==> config.mk <==
export PLATFORM = sky130hd
export DESIGN_NAME = tt_scan_engine
export DESIGN_NICKNAME = d
export VERILOG_FILES = /design/src/rtl/tt_pkg.sv /design/src/rtl/tt_scan_engine_row_eval.sv /design/src/rtl/tt_scan_engine.sv
export SDC_FILE = /design/constraint.sdc
export NUM_CORES = 1
export LEC_CHECK = 0
export ABC_AREA = 1
export BUFFER_PORTS_ARGS = -buffer_cell sky130_fd_sc_hd__buf_2
export CAP_MARGIN = 20
export CORE_UTILIZATION = 25
export CTS_CLUSTER_SIZE = 24
export DETAILED_ROUTE_END_ITERATION = 16
export HOLD_SLACK_MARGIN = 0.15
export PLACE_DENSITY_LB_ADDON = 0.2
export SETUP_SLACK_MARGIN = 0.5
export SLEW_MARGIN = 0
export SYNTH_ARGS = -nofsm -noshare
export SYNTH_HDL_FRONTEND = slang
export SYNTH_SLANG_ARGS = --single-unit
==> constraint.sdc <==
create_clock -name clk -period 1.33 [get_ports clk]
set_input_delay 0.0665 -clock clk [delete_from_list [all_inputs] [get_ports clk]]
set_output_delay 0.0665 -clock clk [all_outputs]
set_load 0.03 [all_outputs]
==> src/rtl/tt_pkg.sv <==
// Shared types and helpers for the truth-table scan engine.
package tt_pkg;

    typedef enum logic [1:0] {
        IDLE = 2'd0,
        SCAN = 2'd1,
        DONE = 2'd2
    } state_t;

    localparam logic MODE_POS = 1'b0;  // masks list maxterms
    localparam logic MODE_SOP = 1'b1;  // masks list minterms

    // Number of truth-table rows for n input variables.
    function automatic int rows(input int n);
        return 1 << n;
    endfunction

endpackage

==> src/rtl/tt_scan_engine_row_eval.sv <==
// Combinational evaluation of every function at one truth-table row.
// A maxterm mask gives f = 0 on listed rows; a minterm mask gives f = 1 on listed rows.
module tt_row_eval
    import tt_pkg::*;
#(
    parameter int N_VARS  = 3,
    parameter int N_FUNCS = 5
) (
    input  logic [N_FUNCS*rows(N_VARS)-1:0] mask,
    input  logic                            mode,
    input  logic [N_VARS-1:0]               row,
    output logic [N_FUNCS-1:0]              f
);

    localparam int ROWS = rows(N_VARS);

    genvar gi;
    generate
        for (gi = 0; gi < N_FUNCS; gi++) begin : g_func
            logic [ROWS-1:0] mask_k;
            // Pick function gi's mask bit for this row and apply the list polarity.
            always_comb begin
                mask_k = mask[gi*ROWS +: ROWS];
                f[gi]  = (mode == MODE_SOP) ? mask_k[row] : ~mask_k[row];
            end
        end
    endgenerate

endmodule

==> src/rtl/tt_scan_engine.sv <==
// Sequential truth-table generator: streams one row per ready/valid handshake.
// Optional feature macro: TT_ZERO_COUNT_EN adds per-function zero counters (zero_cnt).
module tt_scan_engine
    import tt_pkg::*;
#(
    parameter int N_VARS  = 3,
    parameter int N_FUNCS = 5
) (
    input  logic                            clk,
    input  logic                            rst_n,
    input  logic                            start,
    input  logic                            abort,
    input  logic                            mode,
    input  logic [N_FUNCS*rows(N_VARS)-1:0] fn_mask,
    input  logic                            out_ready,
    output logic                            out_valid,
    output logic [N_VARS-1:0]               row_idx,
    output logic [N_FUNCS-1:0]              func_out,
    output logic                            busy,
`ifdef TT_ZERO_COUNT_EN
    output logic [N_FUNCS*(N_VARS+1)-1:0]   zero_cnt,
`endif
    output logic                            done
);

    localparam int              ROWS     = rows(N_VARS);
    localparam logic [N_VARS-1:0] LAST_ROW = N_VARS'(ROWS - 1);

    state_t                     state_reg, state_next;
    logic [N_FUNCS*ROWS-1:0]    mask_snap_reg;
    logic                       mode_snap_reg;
    logic [N_VARS-1:0]          row_reg;
    logic [N_FUNCS-1:0]         func_reg;

    logic                       load;      // start honoured this cycle
    logic                       step;      // row accepted and not cancelled
    logic [N_FUNCS*ROWS-1:0]    eval_mask;
    logic                       eval_mode;
    logic [N_VARS-1:0]          eval_row;
    logic [N_FUNCS-1:0]         eval_f;

    // Next-state logic; abort overrides every other transition.
    always_comb begin
        state_next = state_reg;
        load       = 1'b0;
        step       = 1'b0;
        case (state_reg)
            IDLE: begin
                if (start) begin
                    state_next = SCAN;
                    load       = ~abort;
                end
            end
            SCAN: begin
                if (out_ready) begin
                    step = ~abort;
                    if (row_reg == LAST_ROW) state_next = DONE;
                end
            end
            DONE:    state_next = IDLE;
            default: state_next = IDLE;
        endcase
        if (abort) state_next = IDLE;
    end

    // State register.
    always_ff @(posedge clk or negedge rst_n) begin
        if (!rst_n) state_reg <= IDLE;
        else        state_reg <= state_next;
    end

    // On start evaluate row 0 from the live inputs; afterwards use the snapshot.
    always_comb begin
        eval_mask = load ? fn_mask : mask_snap_reg;
        eval_mode = load ? mode    : mode_snap_reg;
        eval_row  = load ? '0      : row_reg + N_VARS'(1);
    end

    tt_row_eval #(
        .N_VARS  (N_VARS),
        .N_FUNCS (N_FUNCS)
    ) u_row_eval (
        .mask (eval_mask),
        .mode (eval_mode),
        .row  (eval_row),
        .f    (eval_f)
    );

    // Snapshot, row counter and registered function outputs.
    always_ff @(posedge clk or negedge rst_n) begin
        if (!rst_n) begin
            mask_snap_reg <= '0;
            mode_snap_reg <= MODE_POS;
            row_reg       <= '0;
            func_reg      <= '0;
        end else if (load) begin
            mask_snap_reg <= fn_mask;
            mode_snap_reg <= mode;
            row_reg       <= '0;
            func_reg      <= eval_f;
        end else if (abort) begin
            row_reg       <= '0;
        end else if (step) begin
            // The counter wraps to 0 naturally after the last row.
            row_reg       <= eval_row;
            func_reg      <= eval_f;
        end
    end

    assign out_valid = (state_reg == SCAN);
    assign busy      = (state_reg == SCAN);
    assign done      = (state_reg == DONE);
    assign row_idx   = row_reg;
    assign func_out  = func_reg;

`ifdef TT_ZERO_COUNT_EN
    localparam int ZW = N_VARS + 1;

    genvar gi;
    generate
        for (gi = 0; gi < N_FUNCS; gi++) begin : g_zero
            logic [ZW-1:0] zc_reg;
            // Count accepted rows where this function is 0; held after done or abort.
            always_ff @(posedge clk or negedge rst_n) begin
                if (!rst_n)                     zc_reg <= '0;
                else if (load)                  zc_reg <= '0;
                else if (step && !func_reg[gi]) zc_reg <= zc_reg + ZW'(1);
            end
            assign zero_cnt[gi*ZW +: ZW] = zc_reg;
        end
    endgenerate
`endif

endmodule

==> impl_metrics.py, run 1 <==
metrics = {
    "outcome": {
        "status": "finished, violations left",
        "violations": "setup timing",
    },
    "setup_path": {
        "crit_arrival_ps": 1830,
        "r2r_slack_ps": -310,
        "cp_common_cell": "nand2_1",
        "r2r-start": "state_reg[1]",
        "cp_max_fo": 7,
        "cp.buffers_inverters": 2,
        "path_class": "reg2reg",
        "required_ps": 1520,
        "crit_path_end_kind": "flip-flop",
        "worstSetupStartpointType": "flip-flop",
        "slowest_delay_ps": 410,
        "rr_worst_depth": 10,
        "critical_path.cell_chain": "nor2_4 -> nand2_8 -> buf_8 -> clkbuf_16 -> nand2_4 -> nand3_1 -> nand2_1 -> nand2_1 -> nand3_2 -> nand2_1",
        "worstReg2RegEnd": "func_out[0]",
        "cpLargestDelayFamily": "simple AND/OR/NAND/NOR gates",
        "crit_path_top_delay_cell": "dfrtp_1",
    },
    "logic_synthesis": {
        "synthTopCellsByArea": "dfrtp_1 45%, nand2_1 15%, nand3_1 8.8%",
        "synth-edff-count": 0,
        "yosys.cell_types.count": 22,
        "ys_warn_count": 0,
        "synth.cell_area_mm2": 0.00283,
        "ys_seq_area_share_pct": 45.0,
        "yosysTopAreaCell": "dfrtp_1",
        "synth_top_area_share_pct": 45.0,
        "async_reset_ff_share_pct": 100,
        "ys_ff_latch": 51,
        "synthFlopType": "dfrtp_1",
        "avgSynthCellArea_um2": 7.60,
        "synth_cells": 373,
        "syn_nets": 421,
    },
    "grt": {
        "use_met3_pct": 3.56,
        "grtUsageMet2_pct": 24.1,
        "antenna_found_initial": 0,
        "track_usage_pct": 14.4,
        "top_usage_layer": "met2",
        "grt_max_degree": 31,
        "grt_pass1_vias": 2631,
        "met1_usage_pct": 18.5,
        "grt_pass1_wl_um": 12800,
        "grt-ovfl-total": 0,
    },
    "job": {
        "cap_viol_max_count": 0,
    },
    "clock_tree": {
        "clk_pin_slew_ps": 70,
        "cts-buffers-inserted": 5,
        "clock_latency_ps": 300,
        "root_buffer": "clkbuf_16",
        "h-tree-depth": 2,
        "cts_max_path_buffers": 2,
        "cts.sinks": 51,
        "cts_hold_buf": 22,
        "cts_tree": "built",
    },
    "die": {
        "dieHeight_um": 108,
        "dieArea_mm2": 0.0118,
        "coreArea_mm2": 0.0109,
        "row_count": 38,
        "die_w_um": 108,
        "io_pins": 57,
        "start_util_pct": 25.9,
    },
    "final_layout": {
        "drive_gt1_share_pct": 44.7,
        "final_nets": 537,
        "final_util_pct": 42.6,
        "diodes": 0,
        "syn_to_final_growth_pct": 64.3,
        "fillCellCount": 1099,
        "final_cell_mix": "69 x nand2_1, 49 x dfrtp_1, 44 x buf_2, 36 x inv_1, 36 x nand2_2",
        "largest_reg_flops": 40,
        "final_common_cell": "nand2_1",
    },
    "detailed_routing": {
        "ant_nets": 0,
        "drc": 0,
        "wl_per_cell_um": 14.3,
        "vias_per_cell": 4.41,
        "drt_iter0_markers": 90,
        "vias": 2781,
        "dr.pass1.iters": 4,
        "routed_wirelength_um": 9030,
    },
    "min_path": {
        "min_from": "fn_mask[4]",
        "hold_path.class": "in2reg",
        "holdPathStages": 3,
        "holdPathEnd": "mask_snap_reg[4]",
    },
    "sta": {
        "tightest_slew_ps": 238,
        "setup_slack_ps": -311,
        "rsz0062_at_grt": "true",
        "fin_crit_ps": 1640,
        "skew_ps": 9.13,
        "relSlewSlack_pct": 84.1,
        "hold_viol_final": 0,
        "final_max_slew_viol_count": 0,
        "min_period_over_period_pct": 123,
        "fmax_mhz": 609,
        "hold_slack_ps": 97.8,
        "setup_viol": 16,
    },
    "power_and_ir_drop": {
        "ir_worst_vdd_uv": 573,
        "pwr-share-seq_pct": 34.4,
        "p_leak_nw": 2.30,
        "power.internal_w": 0.00377,
        "switching_power_w": 0.00218,
        "sw_frac_of_total_pct": 36.7,
        "pwr-share-comb_pct": 42.6,
        "p_per_area_mw_per_mm2": 1280,
        "clock_power_share_pct": 23.0,
    },
    "placed_design": {
        "dp_hpwl_um": 5680,
        "gp_congestion": 0.778,
        "portBuffers": 56,
    },
}
## cell type report
type                    count  area [µm²]  area share [%]
inverters                  50         211            4.54
flip-flops and latches     51        1280            27.5
repair buffers            126        1190            25.6
well taps                 140         175            3.76
clock buffers               6         139            2.98
clock inverters             2        16.3           0.349
multi-input cells         255        1650            35.4
## how the worst max path moves through the flow
stage / cells after the start / from / end / slack (ps)
2_1_floorplan: 11 / row_idx[0] / func_out[3] / -140
3_3_place_gp: 10 / state_reg[1] / func_out[0] / -310
3_5_place_dp: 10 / state_reg[1] / func_out[3] / -320
4_1_cts: 11 / state_reg[0] / func_out[3] / -310
5_1_grt: 12 / state_reg[1] / func_out[2] / -410
6_report: 10 / state_reg[1] / func_out[0] / -310
## layer usage
metal	vias to the layer above	part of all wire (%)
li1	1394	-
met1	1323	46
met2	57	48
met3	7	4.8
met4	0	0.93
met5	-	0
## stage by stage
stage                     setup slack, ps  instances  power (W)  setup TNS (ps)  cell area, µm²
after floorplan                      -144        373    0.00338            -702            3000
after global placement               -315        574    0.00389           -3070            3480
after detailed placement             -324        574    0.00390           -3680            3480
after CTS                            -307        610    0.00556           -3050            4070
after global routing                 -406        630    0.00632           -4300            4660
final                                -311        630    0.00595           -2900            4660
## power groups by stage
| stage | combinational (W) | clock, W | sequential (W) |
|---|---|---|---|
| after floorplan | 0.00123 | 0 | 0.00216 |
| after global placement | 0.00185 | 0 | 0.00203 |
| after detailed placement | 0.00186 | 0 | 0.00204 |
| after CTS | 0.00214 | 0.00140 | 0.00203 |
| after global routing | 0.00278 | 0.00146 | 0.00208 |
| final | 0.00253 | 0.00137 | 0.00205 |
## cells by family (layout without fill, tap and decap cells)
group                    after synthesis  after routing  synth area share (%)
AND/OR/NAND/NOR                      236            238                  39.5
buffers and inverters                 69            184                  11.6
flip-flops                            51             51                  45.0
adder cells (fa/ha/maj)                2              2                 0.883
AO/OA/AOI/OAI                         15             15                  3.00
## worst register-to-register path, stage by stage, from the launching register on
cell	delay, ps
dfrtp_1	410
nor2_4	190
nand2_8	100
buf_8	160
clkbuf_16	160
nand2_4	140
nand3_1	120
nand2_1	90
nand2_1	60
nand3_2	70
nand2_1	50
## cell usage after synthesis, drive strengths merged (3+ instances only)
| library cell | count |
|---|---|
| and2 | 20 |
| nand2 | 120 |
| inv | 50 |
| nand3 | 50 |
| o21ai | 11 |
| clkbuf | 4 |
| o22ai | 3 |
| dfrtp | 51 |
| buf | 15 |
| nor2 | 24 |
| nand3b | 20 |
## repair_timing
action,CTS,global route
resized for setup,41,88
endpoints found under the hold margin,92,15
gates cloned,1,10
buffers inserted,5,10
pin swaps,19,18
endpoints found under the setup margin,62,76
Note: power is estimated with default switching activity, not from simulation.
==> inputs of run 2 (changes only) <==
- CELL_PAD_IN_SITES_DETAIL_PLACEMENT: unset -> 1
- CELL_PAD_IN_SITES_GLOBAL_PLACEMENT: unset -> 1
- GPL_TIMING_DRIVEN: unset -> 0
- SYNTH_HIERARCHICAL: unset -> 1
==> run 2 against run 1 <==
Compared with the run above: the flow finishes with violations (hold timing, setup timing); core utilization is 1.9 points lower; sequential power is 2% higher; non-clock buffer count is 18 lower; synthesized area is 8.2% lower; largest cell class unchanged.
==> impl_metrics.py, run 2 <==
metrics = {
    "logic_synthesis": {
        "avgSynthCellArea_um2": 7.23,
        "synth_top_area_share_pct": 49.0,
        "synth-edff-count": 0,
        "ys_ff_latch": 51,
        "syn_nets": 408,
        "ys_seq_area_share_pct": 49.0,
        "async_reset_ff_share_pct": 100,
        "synth.cell_area_mm2": 0.00260,
        "ys_warn_count": 6,
        "yosys.cell_types.count": 15,
        "yosysTopAreaCell": "dfrtp_1",
        "synth_most_common_cell": "nand2_1",
        "synthTopCellsByCount": "195 x nand2_1, 51 x dfrtp_1, 45 x nand3_1",
        "synth_cells": 360,
        "synthFlopType": "dfrtp_1",
        "synthTopCellsByArea": "dfrtp_1 49%, nand2_1 28%, nand3_1 8.7%",
    },
    "clock_tree": {
        "cts_hold_buf": 1,
        "clk_pin_slew_ps": 100,
        "cts.sinks": 51,
        "h-tree-depth": 2,
        "root_buffer": "clkbuf_8",
        "cts-buffers-inserted": 5,
        "cts_tree": "built",
        "cts_max_path_buffers": 2,
        "clock_latency_ps": 310,
    },
    "grt": {
        "grt_pass1_wl_um": 13600,
        "antenna_found_initial": 0,
        "grt_max_degree": 29,
        "grt-ovfl-total": 0,
        "track_usage_pct": 15.9,
        "grt_pass1_vias": 2710,
    },
    "sta": {
        "relSlewSlack_pct": 61.9,
        "fmax_mhz": 522,
        "skew_ps": 6.25,
        "setup_viol": 10,
        "tightest_slew_ps": 571,
        "min_period_over_period_pct": 144,
        "hold_viol_final": 60,
        "rsz0062_at_grt": "true",
        "fin_crit_ps": 1920,
        "hold_slack_ps": -262,
        "final_max_slew_viol_count": 0,
        "setup_slack_ps": -587,
    },
    "detailed_routing": {
        "drt_iter0_markers": 78,
        "dr.pass1.iters": 4,
        "ant_nets": 0,
        "routed_wirelength_um": 8170,
        "vias_per_cell": 4.29,
        "vias": 2548,
        "drc": 0,
        "wl_per_cell_um": 13.8,
    },
    "setup_path": {
        "r2r-start": "state_reg[0]",
        "required_ps": 1540,
        "worstReg2RegEnd": "func_out[2]",
        "crit_arrival_ps": 2130,
        "path_class": "reg2reg",
        "crit_cells": 16,
        "r2r_slack_ps": -590,
        "critical_path.cell_chain": "buf_6 -> nor2_4 -> nand3_4 -> inv_6 -> buf_8 -> nor2_4 -> inv_4 -> buf_12 -> buf_16 -> nand2_1 -> nand3_1 -> nand3_2 -> nand3_1 -> nand2_1 -> nand2_1 -> nand2_1",
        "rr_worst_depth": 16,
        "crit_path_end_kind": "flip-flop",
        "worstSetupStartpointType": "flip-flop",
        "cp_max_fo": 6,
        "cpLargestDelayFamily": "simple AND/OR/NAND/NOR gates",
        "cp.buffers_inverters": 6,
        "crit_path_top_delay_cell": "dfrtp_1",
        "slowest_delay_ps": 380,
        "cp_common_cell": "nand2_1",
    },
    "placed_design": {
        "gp_congestion": 0.739,
        "dp_slack_ps": -712,
        "portBuffers": 56,
        "dp_hpwl_um": 5340,
    },
    "job": {
        "cap_viol_max_count": 0,
    },
    "final_layout": {
        "final_cell_mix": "159 x nand2_1, 48 x dfrtp_1, 45 x buf_2, 31 x inv_1, 28 x nand3_1",
        "largest_reg_flops": 40,
        "diodes": 0,
        "final_util_pct": 40.6,
        "drive_gt1_share_pct": 41.0,
        "final_nets": 508,
        "final_common_cell": "nand2_1",
        "syn_to_final_growth_pct": 54.8,
    },
    "power_and_ir_drop": {
        "p_leak_nw": 2.18,
        "ir_worst_vdd_uv": 585,
        "p_per_area_mw_per_mm2": 1400,
    },
    "die": {
        "dieArea_mm2": 0.0108,
        "start_util_pct": 26.3,
        "coreArea_mm2": 0.00991,
        "die_w_um": 104,
        "io_pins": 57,
        "dieHeight_um": 104,
        "row_count": 36,
    },
    "outcome": {
        "status": "finished, violations left",
        "violations": "hold timing, setup timing",
    },
    "min_path": {
        "hold_path.class": "in2async",
    },
}
-- run 2: worst max-delay path by stage --
stage,start,to
floorplan,state_reg[0],func_out[1]
global placement,state_reg[0],func_out[2]
detailed placement,state_reg[0],func_out[2]
CTS,state_reg[0],func_out[2]
global route,state_reg[0],func_out[0]
finish,state_reg[0],func_out[2]
-- run 2: layout make-up --
class	count	area (µm²)
plain buffers	16	188
clock buffers	6	82.6
clock inverters	2	35.0
fillers	1216	5880
inverters	37	149
multi-input cells	257	1390
flip-flops and latches	51	1280
well taps	133	166
repair buffers	92	734
-- run 2: logic make-up (layout without fill, tap and decap cells) --
kind of cell             count (synthesis)  in the layout  synth area share, %
adder cells (fa/ha/maj)                  2              2                0.961
AND/OR/NAND/NOR                        253            254                 39.8
buffers and inverters                   53            153                 10.0
AO/OA/AOI/OAI                            1              1                0.192
flip-flops                              51             51                 49.0
-- run 2: worst reg2reg max path, stage by stage, from the launching register on --
cell,delay [ps]
dfrtp_1,380
buf_6,120
nor2_4,100
nand3_4,130
inv_6,120
buf_8,120
nor2_4,60
inv_4,90
buf_12,110
buf_16,100
nand2_1,50
nand3_1,70
nand3_2,100
nand3_1,80
nand2_1,60
nand2_1,70
nand2_1,50
-- run 2: per-stage QoR --
| step | TNS [ps] | instance area (µm²) | power (W) | cells |
|---|---|---|---|---|
| 4_1_cts | -2910 | 3810 | 0.00543 | 580 |
| 6_report | -3190 | 4030 | 0.00562 | 594 |
| 3_3_place_gp | -3800 | 3110 | 0.00372 | 549 |
| 5_1_grt | -4490 | 4030 | 0.00605 | 594 |
| 3_5_place_dp | -4760 | 3130 | 0.00377 | 550 |
| 2_1_floorplan | -1860 | 2670 | 0.00326 | 360 |
-- run 2: repair_timing --
| item | 4_1_cts | 5_1_grt |
|---|---|---|
| gates cloned | 3 | 0 |
| setup endpoints to repair | 62 | 62 |
| setup buffers | 18 | 14 |
| endpoints found under the hold margin | 69 | 68 |
| gates resized for setup | 88 | 34 |
| pin swaps | 30 | 13 |
-- run 2: where the power goes --
group | total [W] | leakage (nW) | internal, W | switching [W]
combinational | 0.00237 | 1.49 | 0.00108 | 0.00130
clock | 0.00116 | 0.0612 | 0.000610 | 0.000548
sequential | 0.00209 | 0.634 | 0.00194 | 0.000152
total | 0.00562 | 2.18 | 0.00362 | 0.00200
-- run 2: metal layers --
layer / part of all wire (%) / track usage, % / wire length (µm)
met5: 0 / 0 / 0
met4: 0.77 / 4.18 / 63
met3: 3.1 / 2.76 / 255
met2: 51 / 27.5 / 4170
met1: 45 / 20.3 / 3680
==> inputs of run 3 (changes only) <==
- SKIP_LAST_GASP: unset -> 1
==> run 3 against run 2 <==
Compared with the run above: the run still ends with hold timing, setup timing left; flip-flop and latch count unchanged; critical path depth increased by 1; first-iteration DRC count decreased by 31%; die area unchanged; maximum frequency decreased by 2.3%; sequential share of layout area increased by 0.36 points; cell count unchanged; via count increased by 0.90%; design area decreased by 1.1%; clock skew about the same; critical path type unchanged.
==> impl_metrics.py, run 3 (synthesis results as in run 2) <==
metrics = {
    "placed_design": {
        "gp_congestion": 0.739,
        "dp_hpwl_um": 5340,
        "dpl_cell_area_mm2": 0.00313,
        "portBuffers": 56,
    },
    "final_layout": {
        "syn_to_final_growth_pct": 53.0,
        "final_cell_mix": "165 x nand2_1, 48 x dfrtp_1, 45 x buf_2, 31 x inv_1, 30 x nand3_1",
        "fillCellCount": 1220,
        "final-seq-area_mm2": 0.00128,
        "final_nets": 508,
        "final_common_cell": "nand2_1",
        "drive_gt1_share_pct": 39.3,
        "multi_input_area_mm2": 0.00135,
        "design_area_mm2": 0.00398,
        "diodes": 0,
        "largest_reg_flops": 40,
        "final_util_pct": 40.2,
    },
    "setup_path": {
        "path_class": "reg2reg",
        "r2r-start": "state_reg[0]",
        "critPathLaunch": "state_reg[0]",
        "worstSetupStartpointType": "flip-flop",
        "critical_path.cell_chain": "buf_6 -> nor2_4 -> nand3_4 -> inv_6 -> buf_8 -> nor2_4 -> inv_4 -> buf_6 -> buf_16 -> nand2_1 -> nand3_2 -> nand3_2 -> nand2_1 -> nand2_1 -> nand2_1 -> nand2_1 -> nand2_1",
        "crit_path_top_delay_cell": "dfrtp_1",
        "crit_path_end_kind": "flip-flop",
        "cp_max_fo": 6,
        "required_ps": 1580,
        "cp_common_cell": "nand2_1",
        "crit_arrival_ps": 2210,
        "slowest_delay_ps": 380,
    },
    "clock_tree": {
        "cts.sinks": 51,
        "h-tree-depth": 2,
        "root_buffer": "clkbuf_8",
        "clk_pin_slew_ps": 100,
        "cts-buffers-inserted": 5,
        "clock_latency_ps": 310,
        "cts_tree": "built",
        "cts_max_path_buffers": 2,
        "cts_hold_buf": 1,
    },
    "detailed_routing": {
        "ant_nets": 0,
        "drt_iter0_markers": 54,
        "wl_per_cell_um": 13.8,
        "dr.pass1.iters": 4,
        "drc": 0,
        "wl_met1_um": 3740,
        "dr.max_layer_used": "met4",
        "dr_wl_met2_um": 4160,
        "vias_per_cell": 4.33,
        "routed_wirelength_um": 8210,
        "vias": 2571,
        "wl_met3_um": 242,
    },
    "grt": {
        "grt_pass1_vias": 2705,
        "antenna_found_initial": 0,
        "grt_pass1_wl_um": 13600,
        "grt_max_degree": 29,
        "track_usage_pct": 15.8,
        "grt-ovfl-total": 0,
    },
    "die": {
        "dieArea_mm2": 0.0108,
        "coreArea_mm2": 0.00991,
        "die_w_um": 104,
        "io_pins": 57,
        "start_util_pct": 26.3,
        "row_count": 36,
        "dieHeight_um": 104,
    },
    "power_and_ir_drop": {
        "power.total_w": 0.00562,
        "clock_power_share_pct": 20.5,
        "p_leak_nw": 2.15,
        "switching_power_w": 0.00200,
        "sw_frac_of_total_pct": 35.5,
        "pwr-share-seq_pct": 37.2,
        "power.internal_w": 0.00363,
        "ir_worst_vdd_uv": 584,
        "pwr-share-comb_pct": 42.3,
        "p_per_area_mw_per_mm2": 1410,
    },
    "sta": {
        "final_max_slew_viol_count": 0,
        "setup_slack_ps": -631,
        "fin_crit_ps": 1960,
        "rsz0062_at_grt": "true",
        "skew_ps": 5.80,
        "fmax_mhz": 510,
        "hold_slack_ps": -258,
        "setup_tns_ps": -3140,
        "min_period_over_period_pct": 147,
        "setup_viol": 11,
        "tightest_slew_ps": 575,
        "hold_viol_final": 57,
        "relSlewSlack_pct": 61.7,
    },
    "job": {
        "cap_viol_max_count": 0,
    },
    "outcome": {
        "violations": "hold timing, setup timing",
        "status": "finished, violations left",
    },
    "min_path": {
        "hold_path.class": "in2async",
    },
}
## run 3: cell counts in the layout (fill, tap and decap cells not counted)
Identical to the previous run, type by type.
## run 3: worst paths after layout
path                                      to  slack, ps  cells after the start
min in group clk           mask_snap_reg[17]        -20                      3
max reg2reg                      func_out[3]       -630                     17
min reg2reg                 mask_snap_reg[1]        490                      2
max                              func_out[3]       -630                     17
max in group asynchronous       state_reg[1]       1010                      2
min                        mask_snap_reg[12]       -260                      1
## run 3: through the flow
step	worst slack (ps)	instances
3_5_place_dp	-712	550
6_report	-631	594
5_1_grt	-724	594
4_1_cts	-586	580
3_3_place_gp	-668	549
2_1_floorplan	-372	360
## run 3: timing repair
| item | 4_1_cts | 5_1_grt |
|---|---|---|
| setup buffers | 18 | 14 |
| endpoints found under the setup margin | 62 | 62 |
| hold endpoints to repair | 69 | 67 |
| pin swaps | 27 | 13 |
| cloned | 3 | 0 |
| gates resized for setup | 76 | 34 |
## run 3: power by group through the flow
stage	clock network, W	registers [W]	logic [W]
2_1_floorplan	0	0.00223	0.00103
3_3_place_gp	0	0.00209	0.00163
3_5_place_dp	0	0.00210	0.00167
4_1_cts	0.00119	0.00208	0.00214
5_1_grt	0.00127	0.00213	0.00264
6_report	0.00115	0.00209	0.00238
## run 3: worst max-delay path, delay by kind of cell (launching register included)
family	cells	cell delay, ps
buf+inv	6	680
simple gates	11	840
flops	1	380
## run 3: routing by layer
| metal | up-vias | global-route usage (%) |
|---|---|---|
| li1 | 1297 | - |
| met2 | 44 | 27.3 |
| met5 | - | 0 |
| met1 | 1224 | 20.3 |
| met3 | 6 | 2.76 |
| met4 | 0 | 4.18 |
## run 3: final cells by class
cell class | instances | share of cell area (%)
Timing Repair Buffer | 92 | 18.4
Multi-Input combinational cell | 257 | 33.8
Clock buffer | 6 | 2.07
Buffer | 16 | 4.71
Sequential cell | 51 | 32.1
Tap cell | 133 | 4.18
Inverter | 37 | 3.74
Clock inverter | 2 | 0.880
